## config.mk

```make
export PLATFORM = sky130hd
export DESIGN_NAME = proc_run_ctrl
export DESIGN_NICKNAME = d
export VERILOG_FILES = /design/src/rtl/proc_run_pkg.sv /design/src/rtl/btn_sync_edge.sv /design/src/rtl/proc_run_ctrl.sv
export SDC_FILE = /design/constraint.sdc
export NUM_CORES = 1
export LEC_CHECK = 0
export CORE_MARGIN = 3
export CORE_UTILIZATION = 29
export DETAILED_ROUTE_END_ITERATION = 12
export GPL_TIMING_DRIVEN = 1
export MAX_ROUTING_LAYER = met4
export SYNTH_ARGS = -nofsm -noshare
export SYNTH_HDL_FRONTEND = slang
export SYNTH_SLANG_ARGS = --single-unit
```

## constraint.sdc

```tcl
create_clock -name clk -period 2.5 [get_ports clk]
set_input_delay 0.5 -clock clk [delete_from_list [all_inputs] [get_ports clk]]
set_output_delay 0.5 -clock clk [all_outputs]
set_load 0.01 [all_outputs]
```

## src/rtl/proc_run_pkg.sv

```systemverilog
// Shared types for the processor run controller: run modes and controller states.
// Latency: n/a (types and constants only).
// Backpressure: n/a.
package proc_run_pkg;

    typedef enum logic [1:0] {
        MODE_RUN   = 2'b00,
        MODE_STEP  = 2'b01,
        MODE_BURST = 2'b10,
        MODE_HOLD  = 2'b11
    } run_mode_t;

    typedef enum logic [2:0] {
        ST_RESET = 3'd0,
        ST_IDLE  = 3'd1,
        ST_RUN   = 3'd2,
        ST_STEP  = 3'd3,
        ST_BURST = 3'd4
    } run_state_t;

endpackage

```

## src/rtl/btn_sync_edge.sv

```systemverilog
// Synchronizes a raw asynchronous button and emits a one-cycle pulse on its rising edge.
// Latency: pulse is registered; visible after the 3rd edge following the first high sample.
// Backpressure: none; a pulse is emitted once per press regardless of hold time.
module btn_sync_edge (
    input  logic clk,
    input  logic arst_n,
    input  logic btn,
    output logic rise
);

    logic sync1;
    logic sync2;
    logic sync3;

    // Two-flop synchronizer, a delay flop for edge detection, and a registered edge pulse.
    always_ff @(posedge clk or negedge arst_n) begin
        if (!arst_n) begin
            sync1 <= 1'b0;
            sync2 <= 1'b0;
            sync3 <= 1'b0;
            rise  <= 1'b0;
        end else begin
            sync1 <= btn;
            sync2 <= sync1;
            sync3 <= sync2;
            rise  <= sync2 & ~sync3;
        end
    end

endmodule

```

## src/rtl/proc_run_ctrl.sv

```systemverilog
// Run controller for the processor: registered cpu_rst/cpu_ce in free-run, step, burst and hold modes.
// Latency: all outputs registered; enable follows the sampling edge of mode/start, step edges 3 edges after the button.
// Backpressure: none; mode/start/burst_len are only acted on in IDLE, step edges outside IDLE are dropped.
module proc_run_ctrl
    import proc_run_pkg::*;
#(
    parameter int RST_CYCLES = 4,
    parameter int BURST_W    = 16,
    parameter int CYC_W      = 32
) (
    input  logic               clk,
    input  logic               rst,
    input  logic [1:0]         mode,
    input  logic               step_btn,
    input  logic               start,
    input  logic [BURST_W-1:0] burst_len,
    input  logic               soft_rst,
    output logic               cpu_rst,
    output logic               cpu_ce,
    output logic               busy,
    output logic               done,
    output logic [CYC_W-1:0]   cycle_count
);

    localparam int RCNT_W = (RST_CYCLES < 2) ? 1 : $clog2(RST_CYCLES + 1);
    localparam logic [RCNT_W-1:0] RST_LOAD = RCNT_W'(RST_CYCLES);

    run_state_t         state;
    logic [RCNT_W-1:0]  rst_cnt;
    logic [BURST_W-1:0] burst_rem;
    logic               step_rise;
    run_mode_t          mode_q;

    assign mode_q = run_mode_t'(mode);

    btn_sync_edge u_step_sync (
        .clk    (clk),
        .arst_n (rst),
        .btn    (step_btn),
        .rise   (step_rise)
    );

    // Controller FSM with its reset and burst counters; every output is set on the transition edge.
    always_ff @(posedge clk or negedge rst) begin
        if (!rst) begin
            state     <= ST_RESET;
            rst_cnt   <= RST_LOAD;
            burst_rem <= '0;
            cpu_rst   <= 1'b1;
            cpu_ce    <= 1'b0;
            busy      <= 1'b1;
            done      <= 1'b0;
        end else begin
            done <= 1'b0;
            if (soft_rst) begin
                // Abandons anything in flight, including a burst, without a done pulse.
                state     <= ST_RESET;
                rst_cnt   <= RST_LOAD;
                burst_rem <= '0;
                cpu_rst   <= 1'b1;
                cpu_ce    <= 1'b0;
                busy      <= 1'b1;
            end else begin
                case (state)
                    ST_RESET: begin
                        if (rst_cnt == RCNT_W'(1)) begin
                            state   <= ST_IDLE;
                            cpu_rst <= 1'b0;
                            busy    <= 1'b0;
                        end else begin
                            rst_cnt <= rst_cnt - RCNT_W'(1);
                        end
                    end
                    ST_IDLE: begin
                        cpu_ce <= 1'b0;
                        case (mode_q)
                            MODE_RUN: begin
                                state  <= ST_RUN;
                                cpu_ce <= 1'b1;
                                busy   <= 1'b1;
                            end
                            MODE_STEP: begin
                                if (step_rise) begin
                                    state  <= ST_STEP;
                                    cpu_ce <= 1'b1;
                                end
                            end
                            MODE_BURST: begin
                                if (start) begin
                                    if (burst_len != '0) begin
                                        state     <= ST_BURST;
                                        burst_rem <= burst_len;
                                        cpu_ce    <= 1'b1;
                                        busy      <= 1'b1;
                                    end else begin
                                        done <= 1'b1;
                                    end
                                end
                            end
                            default: begin
                            end
                        endcase
                    end
                    ST_RUN: begin
                        if (mode_q == MODE_RUN) begin
                            cpu_ce <= 1'b1;
                        end else begin
                            state  <= ST_IDLE;
                            cpu_ce <= 1'b0;
                            busy   <= 1'b0;
                        end
                    end
                    ST_STEP: begin
                        // Single enable cycle already issued; button is ignored until IDLE.
                        state  <= ST_IDLE;
                        cpu_ce <= 1'b0;
                    end
                    ST_BURST: begin
                        // burst_rem counts enable cycles still owed, including the current one.
                        if (burst_rem == BURST_W'(1)) begin
                            state  <= ST_IDLE;
                            cpu_ce <= 1'b0;
                            busy   <= 1'b0;
                            done   <= 1'b1;
                        end else begin
                            burst_rem <= burst_rem - BURST_W'(1);
                        end
                    end
                    default: begin
                        state   <= ST_RESET;
                        rst_cnt <= RST_LOAD;
                        cpu_rst <= 1'b1;
                        cpu_ce  <= 1'b0;
                        busy    <= 1'b1;
                    end
                endcase
            end
        end
    end

    // Retired-cycle counter: counts enabled cycles, sticks at all-ones, cleared by soft reset.
    always_ff @(posedge clk or negedge rst) begin
        if (!rst) begin
            cycle_count <= '0;
        end else if (soft_rst) begin
            cycle_count <= '0;
        end else if (cpu_ce && (cycle_count != '1)) begin
            cycle_count <= cycle_count + CYC_W'(1);
        end
    end

endmodule

```

# --- After elaboration in Yosys (flattened, before gate mapping) ---
# Cells that the tools add are included.
op_classes:
  n_addsub: 3
  n_eq_ne: 25
  mux: 43
  bitwise_logic: 2
  reduce_logical: 13
op_table:
  columns: ["cell", "count"]
  rows:
  - ["$mux 16", 5]
  - ["$mux 32", 2]
  - ["$add 32x1->32 const B", 1]
  - ["$ne 32x32->1 const B", 1]
  - ["$pmux 16 s2", 1]
  - ["$mux 3", 9]
  - ["$ne 3x3->1 const B", 8]
  - ["$mux 1", 17]
  - ["$eq 16x1->1 const B", 1]
  - ["$reduce_bool 16->1", 1]
  - ["$sub 16x1->16 const B", 1]
  - ["$pmux 3 s5", 1]
  - ["$reduce_and 7->1", 2]
  - ["$ne 4x4->1 const B", 3]
  - ["$pmux 3 s3", 1]
  - ["$eq 3x1->1 const B", 2]
  - ["$eq 3x2->1 const B", 2]
  - ["$pmux 1 s2", 3]
  - ["$pmux 3 s2", 1]
  - ["$reduce_and 2->1", 3]
  - ["$ne 5x4->1 const B", 1]
  - ["$pmux 1 s5", 1]
  - ["$reduce_and 5->1", 1]
  - ["$ne 2x2->1 const B", 2]
  - ["other kinds (16)", 16]
word_totals:
  regBits: 62
  output_inout_bits: 36

# --- Logic depth before layout (Yosys ltp) ---
# Gate-level depths: netlist (run 1).
logic_depth:
  depth_word: 6
  mapped_depth: 8

# --- Hierarchy ---
# Synthesis (run 1) repeated with hierarchy kept, for this count alone.
hier_totals:
  hier_cells: 430
  hier_area_um2: 3853.7
by_module_without_submodules:
  columns: ["module", "n_inst", "cells_each", "area_each_um2", "seq_area_each_um2"]
  rows:
  - ["proc_run_ctrl", 1, 425, 3739.8, 1455.1]
  - ["btn_sync_edge", 1, 5, 113.9, 100.1]

# --- Least setup slack after synthesis (run 1) ---
# No wires, ideal clock.
synth_timing:
  kind: "flip-flop to flip-flop"
  startpoint: "reg burst_rem[0]"
  endpoint: "reg burst_rem[12]"
  setup_ns: 0.139
  arrival_time_ns: 2.160
  setup_slack_ns: 0.201
  path_stages_with_launch: 8
  synth_period_minus_slack_ns: 2.299
  cell_sequence: "dfrtp_1 > inv_1 > ha_1 > or3b_2 > nor4_1 > a21oi_1 > o311ai_0 > o31ai_1"
synth_via:
  elab_chain_len: 4
  word_cells_on_any_way: 7
  classes_between: "add/sub (1); eq/ne (2); mux (3); reduce/logical (1)"
synth_rtl:
  columns: ["item", "line", "source"]
  rows:
  - ["from (decl)", "proc_run_ctrl.sv:30", "logic [BURST_W-1:0] burst_rem;"]
  - ["from (signal assigned)", "proc_run_ctrl.sv:92", "burst_rem <= burst_len;"]
  - ["from (signal assigned)", "proc_run_ctrl.sv:126", "burst_rem <= burst_rem - BURST_W'(1);"]
  - ["$sub 16x1->16", "proc_run_ctrl.sv:126", null]
  - ["$mux 16", "proc_run_ctrl.sv:120", "if (burst_rem == BURST_W'(1)) begin"]
  - ["$pmux 16 s2", "proc_run_ctrl.sv:64", "case (state)"]
  - ["$mux 16", "proc_run_ctrl.sv:55", "if (soft_rst) begin"]
# Parallel ways exist; a longest one is shown, timed or not. The select of a mux whose other input is x is not followed.
# A chain may end at the register's enable or synchronous reset.

# --- Final worst setup path (run 1) ---
layout_timing:
  startpoint: "reg burst_rem[1]"
  endpoint: "reg burst_rem[11]"
# Same word-level chain as after synthesis.

==> results of run 1 <==
[stage by stage]
stage / util (%) / instances / instance area (um^2)
3_5_place_dp: 38.08 / 681 / 4845
6_report: 40.91 / 697 / 5205
2_1_floorplan: - / 432 / 3796
5_1_grt: 40.91 / 697 / 5205
4_1_cts: 40.88 / 697 / 5201
3_3_place_gp: 38.08 / 681 / 4845
[flip-flops by register name, summed over array words and instances, names as in the netlist]
signal / cells
u_step_sync.sync3: 1
done: 1
burst_rem: 16
u_step_sync.sync1: 1
busy: 1
u_step_sync.rise: 1
u_step_sync.sync2: 1
rst_cnt: 3
cpu_ce: 1
cycle_count: 32
cpu_rst: 1
state: 3
[how the worst max path moves through the flow]
stage / startpoint / to / slack (ps) / cells past startpoint
after floorplan: burst_rem[0] / burst_rem[12] / 200 / 7
after global placement: burst_len[11] / burst_rem[4] / -20 / 8
after detailed placement: burst_len[14] / state[0] / -120 / 7
after CTS: burst_rem[0] / burst_rem[14] / 100 / 7
after global routing: burst_rem[1] / burst_rem[9] / 30 / 6
final: burst_rem[1] / burst_rem[11] / 150 / 5
[power groups by stage]
stage | combinational [uW] | clock (uW) | sequential, uW
6_report | 1890 | 1490 | 1380
5_1_grt | 2070 | 1570 | 1410
4_1_cts | 1850 | 1520 | 1370
3_5_place_dp | 1830 | 0 | 1390
3_3_place_gp | 1820 | 0 | 1380
2_1_floorplan | 1200 | 0 | 1330
[Yosys cell counts (all sizes together), types with 2 or more instances]
cell type,n,area [um^2]
or3,8,55.05
a2111oi,3,38.79
a41o,2,20.02
nand2,37,138.9
nor3b,2,15.01
mux2,6,67.56
ha,5,62.56
or4,10,75.07
nor2,35,131.4
nand3,13,65.06
a221o,4,40.04
a211oi,8,60.06
buf,5,31.28
dfrtp,59,1476
o21ai,16,80.08
o22ai,2,12.51
o31ai,19,142.6
or3b,2,17.52
a22oi,3,22.52
dfstp,3,78.83
nor2b,9,56.30
nor4,18,112.6
nand4,9,71.32
clkbuf,27,101.4
o311ai,6,52.55
nand2b,3,18.77
a21oi,34,170.2
nor3,11,55.05
and4,6,52.55
o31a,2,17.52
o41ai,4,42.55
a2bb2oi,3,26.28
xnor2,14,122.6
and3,7,43.79
or2,2,12.51
inv,18,67.56
[cells by family after synthesis]
logic type,share of synthesized area (%)
mux,2.043
simple gates,24.85
fa+ha+maj,1.648
compound gates,21.75
buf+inv,5.274
xor+xnor,3.461
flops,40.97
[layout make-up]
class                   count  share of cell area [%]
multi-input cells         320                   39.28
flip-flops and latches     62                   29.88
repair buffers            109                   18.56
clock buffers              11                   4.856
well taps                 172                   4.135
clock inverters             5                   1.995
inverters                  18                   1.298
[per-layer routing]
| metal | global-route usage, % | up-vias | share of wire, % |
|---|---|---|---|
| met5 | - | - | 0 |
| met4 | 4.249 | 0 | 1.5 |
| met3 | 3.882 | 18 | 5.3 |
| met2 | 25.85 | 114 | 48 |
| met1 | 21.28 | 1822 | 45 |
| li1 | - | 1792 | - |
[timing repair]
item                                   CTS  global route
setup buffers                            0             0
endpoints found under the hold margin    0             0
hold buffers                             0             0
resized for setup                        0             1
setup endpoints to repair                0             1
==> key figures, run 1 <==
Flow run
  • Max cap viols: 0

Timing
  • Min cycle time layout: 2352 ps
  • Slew Limit Fails: 0
  • Setup TNS Final: 0 ps
  • Slew @ Worst Pin: 619.9 ps
  • RSZ-0062 raised after global routing: false
  • Hold WS: 156.4 ps
  • Fin. Hold Viols: 0
  • Max Fclk: 425.2 MHz
  • # setup viols final: 0
  • Tcrit/Tclk final: 94.08%
  • PnR worst setup slack: 148.0 ps
  • Clk_skew: 6.411 ps
  • Slew HR: 58.29%

Synthesis
  • Mean Syn Cell Area: 8.787 um^2
  • Fraction of the yosys area taken by sequential cells: 40.97%
  • Cell count after synthesis: 432
  • Distinct cell type count after synthesis: 58
  • Syn Nets: 460
  • Yosys warns: 0
  • Top FF cell, synth: dfrtp_1
  • Yosys reg bits: 62
  • Post-synth EDFFs: 0
  • Syn Std Cell Area: 3796 um^2
  • Ys async rst share: 100.0%

Floorplan
  • Die height: 120.4 um
  • I/O Pins: 59
  • Die Area: 14,500 um^2
  • Row Count: 41
  • Core ar.: 12,720 um^2
  • Die width: 120.4 um
  • Initial Utilization: 29.84%

Pwr
  • Comb pwr share: 39.7%
  • Sequential Power Share: 28.9%
  • Tot Pwr: 4764 uW
  • Psw: 1739 uW
  • Leakage: 0.002124 uW
  • Power Internal: 3024 uW
  • Clock share of power: 31.4%
  • Peak VDD IR: 337.9 uV
  • Power per standard cell area: 915.2 nW/um^2
  • Sw frac: 36.51%

GRT
  • Vias in the first global route: 3,761
  • GRT Overall Usage: 16.36%
  • Largest net degree at the start of global routing: 39
  • Global-route wire length before repair: 18.77 mm
  • Initial antenna violation count: 0
  • Grt total ovfl: 0

Critical path
  • Most frequent CP cell: or4_1
  • Critical-path cell list: or4_1 > or4_1 > o21a_1 > o311ai_0 > o31ai_1
  • CP max-delay cell: or4_1
  • Worst r2r src: burst_rem[1]
  • Arrival time worst endpoint: 2550 ps
  • Crit-path leading delay family: simple AND/OR/NAND/NOR gates
  • Worst path bufs/invs: 0
  • Depth of the most critical reg-to-reg path: 5
  • Critical Path RT: 2700 ps
  • Reg2reg end: burst_rem[11]
  • CP endpoint kind: flip-flop
  • Peak fanout along the critical path: 7
  • Worst reg-to-reg setup slack: 150 ps
  • Crit-path max cell delay: 590 ps
  • Crit path launch type: flip-flop
  • Crit Path Category: reg2reg

Cells and area
  • Synth-to-layout area growth: 37.11%
  • Net count, final: 548
  • Register Area: 1555 um^2
  • Fill cells: 1,300
  • Layout cells sized above 1: 16.95%
  • Diode count: 0
  • Area occupied by multi-input gates: 2044 um^2
  • Commonest non-fill, non-tap cell in the layout: dfrtp_1
  • Commonest non-fill, non-tap cells in the layout: dfrtp_1, clkdlybuf4s50_1, buf_4

Placed design
  • IO Port Bufs: 58
  • Worst slack at placement: -116.7 ps
  • Placer Congestion: 0.8854
  • Post-DP HPWL: 7.821 mm

Routing
  • Post-route ant nets: 0
  • Routed WL: 11.09 mm
  • Wire per inst: 15.91 um
  • Routed vias/inst: 5.374
  • Initial DRT Pass Iterations: 4
  • Total number of vias: 3,746
  • DRC violations left: 0
  • First DRT Iteration DRCs: 217

Clock tree
  • CTS Sinks: 62
  • TritonCTS Buffers: 9
  • Skew-Pair Late Insertion Delay: 330 ps
  • Clock transition at path regs: 60 ps
  • Clock Path Buffers: 2
  • CTS tree: built
  • H-tree depth: 3
  • Root Buffer: clkbuf_16

Outcome
  • Status: finished, final reports clean

Worst hold path
  • Hold Path Class: in2async
No activity file was read; power rests on OpenSTA's default activity.
==> run 2: changes to the inputs <==
--- a/config.mk
+++ b/config.mk
@@ -7,6 +7,7 @@
 export LEC_CHECK = 0
 export CORE_MARGIN = 3
 export CORE_UTILIZATION = 29
+export CTS_BUF_LIST = sky130_fd_sc_hd__clkbuf_2 sky130_fd_sc_hd__clkbuf_4 sky130_fd_sc_hd__clkbuf_8
 export DETAILED_ROUTE_END_ITERATION = 12
 export GPL_TIMING_DRIVEN = 1
 export MAX_ROUTING_LAYER = met4
==> key figures, run 2 (synthesized netlist as in run 1, its figures left out) <==
Timing
  • Fin. Hold Viols: 0 (unchanged)
  • Tcrit/Tclk final: 96.26% (+2.2 points)
  • Clk_skew: 8.748 ps (+2.338 ps)
  • Max Fclk: 415.5 MHz (-2.3%)
  • RSZ-0062 raised after global routing: false
  • Setup TNS Final: 0 ps (unchanged)
  • Slew Limit Fails: 0 (unchanged)
  • # setup viols final: 0 (unchanged)
  • Slew @ Worst Pin: 670.7 ps (+50.86 ps)
  • Min cycle time layout: 2407 ps (+54.54 ps)
  • Slew HR: 54.87% (-3.4 points)

Floorplan
  • Die Area: 14,500 um^2 (unchanged)
  • Initial Utilization: 29.84% (unchanged)
  • I/O Pins: 59 (unchanged)
  • Die height: 120.4 um (unchanged)
  • Die width: 120.4 um (unchanged)
  • Core ar.: 12,720 um^2 (unchanged)
  • Row Count: 41 (unchanged)

Clock tree
  • Clock Path Buffers: 2 (unchanged)
  • CTS Sinks: 62 (unchanged)
  • CTS Hold Bufs: 0 (unchanged)
  • Root Buffer: clkbuf_8
  • Post-CTS sizing: 0 (unchanged)
  • TritonCTS Buffers: 9 (unchanged)
  • H-tree depth: 3 (unchanged)
  • Post-CTS Setup Bufs: 0 (unchanged)
  • Skew-Pair Late Insertion Delay: 340 ps (about the same)
  • CTS tree: built
  • Clock transition at path regs: 80 ps (+20 ps)

Critical path
  • Critical-path cell list: or4_1 > buf_4 > nor4_1 > a21oi_1 > o31ai_1 > a21oi_1
  • Worst path bufs/invs: 1 (+1)
  • Critical Path RT: 2710 ps (about the same)
  • Most frequent CP cell: a21oi_1
  • CP endpoint kind: flip-flop
  • Crit path launch type: flip-flop
  • Crit-path max cell delay: 550 ps (-40 ps)
  • Peak fanout along the critical path: 4 (-3)
  • Crit Path Category: reg2reg
  • Crit-path leading delay family: simple AND/OR/NAND/NOR gates
  • Arrival time worst endpoint: 2620 ps (+70 ps)
  • CP max-delay cell: or4_1

Routing
  • DRC violations left: 0 (unchanged)
  • Routed vias/inst: 5.399 (+0.45%)
  • Post-route ant nets: 0 (unchanged)
  • DRT met1 WL: 5.030 mm (unchanged)
  • Initial DRT Pass Iterations: 5 (+1)
  • Top routing layer used: met4
  • Routed WL: 11.02 mm (-0.59%)
  • Total number of vias: 3,763 (+0.45%)
  • DR WL met2: 5.240 mm (-1.2%)
  • WL met3: 528 um (-10%)
  • First DRT Iteration DRCs: 197 (-9.2%)
  • Wire per inst: 15.81 um (-0.59%)

GRT
  • GRT Overall Usage: 16.17% (-0.20 points)
  • Largest net degree at the start of global routing: 39 (unchanged)
  • Global-route wire length before repair: 18.68 mm (-0.51%)
  • Vias in the first global route: 3,750 (-0.29%)
  • Initial antenna violation count: 0 (unchanged)
  • Grt total ovfl: 0 (unchanged)

Placed design
  • IO Port Bufs: 58 (unchanged)
  • Placer Congestion: 0.8854 (unchanged)
  • Post-DP HPWL: 7.821 mm (unchanged)
  • # placed instances: 681 (unchanged)

Pwr
  • Tot Pwr: 4397 uW (-7.7%)
  • Leakage: 0.002078 uW (-2.2%)
  • Comb pwr share: 42.8% (+3.1 points)
  • Power per standard cell area: 861.5 nW/um^2 (-5.9%)
  • Power Internal: 2711 uW (-10%)
  • Sequential Power Share: 31.3% (+2.4 points)
  • Clock share of power: 25.9% (-5.5 points)
  • Peak VDD IR: 336.9 uV (-0.32%)
  • Sw frac: 38.34% (+1.8 points)
  • Psw: 1686 uW (-3.1%)

Worst hold path
  • Hold Path Class: in2async

Cells and area
  • Area occupied by multi-input gates: 2044 um^2 (unchanged)
  • Diode count: 0 (unchanged)
  • Commonest non-fill, non-tap cells in the layout: dfrtp_1, clkdlybuf4s50_1, buf_4
  • Max reg flops: 32 (unchanged)
  • Fin cells: 697 (unchanged)
  • Largest register by flop count: cycle_count
  • Fill cells: 1,310 (+0.77%)
  • Fin util: 40.12% (-0.80 points)
  • Layout cells sized above 1: 16.95% (unchanged)
  • Net count, final: 548 (unchanged)
  • Register Area: 1555 um^2 (unchanged)
  • Largest registers: cycle_count (32), burst_rem (16)
  • Commonest non-fill, non-tap cell in the layout: dfrtp_1
  • Synth-to-layout area growth: 34.44%

Flow run
  • Max cap viols: 0 (unchanged)

Outcome
  • Status: finished, final reports clean
==> run 2: metal layers <==
layer | vias up | track usage (%)
met4 | 0 | 4.320
li1 | 1790 | -
met3 | 22 | 3.321
met5 | - | -
met2 | 122 | 25.74
met1 | 1829 | 21.12
==> run 2: final timing paths <==
| kind | startpoint | to | slack (ps) | cells past startpoint |
|---|---|---|---|---|
| setup / recovery | burst_rem[1] | burst_rem[13] | 90 | 6 |
| hold / removal | rst | cycle_count[22] | 140 | 1 |
| setup reg to reg | burst_rem[1] | burst_rem[13] | 90 | 6 |
| hold reg to reg | u_step_sync.sync1 | u_step_sync.sync2 | 360 | 0 |
| max in group asynchronous | rst | burst_rem[11] | 1620 | 2 |
| min in group clk | u_step_sync.sync1 | u_step_sync.sync2 | 360 | 0 |
==> run 2: per-stage QoR <==
step | instance area, um^2 | hold WS, ps | worst slack (ps)
detailed placement | 4845 | 343.4 | -116.7
global placement | 4845 | 342.5 | -18.72
floorplan | 3796 | 204.4 | 201.0
CTS | 5100 | 157.3 | 95.14
finish | 5104 | 144.1 | 93.49
global route | 5104 | 197.1 | 32.62
==> run 2: cell type report <==
type / instances / area share [%]
multi-input combinational: 320 / 40.06
sequential: 62 / 30.47
timing repair buffer: 109 / 18.93
tap: 172 / 4.217
clock buffer: 11 / 2.966
clock inverter: 5 / 2.035
inverter: 18 / 1.324
==> run 2: power by group through the flow <==
stage / Clock [uW] / Combinational [uW] / Sequential (uW)
after floorplan: 0 / 1200 / 1330
after global placement: 0 / 1820 / 1380
after detailed placement: 0 / 1830 / 1390
after CTS: 1160 / 1850 / 1370
after global routing: 1210 / 2070 / 1410
final: 1140 / 1880 / 1380
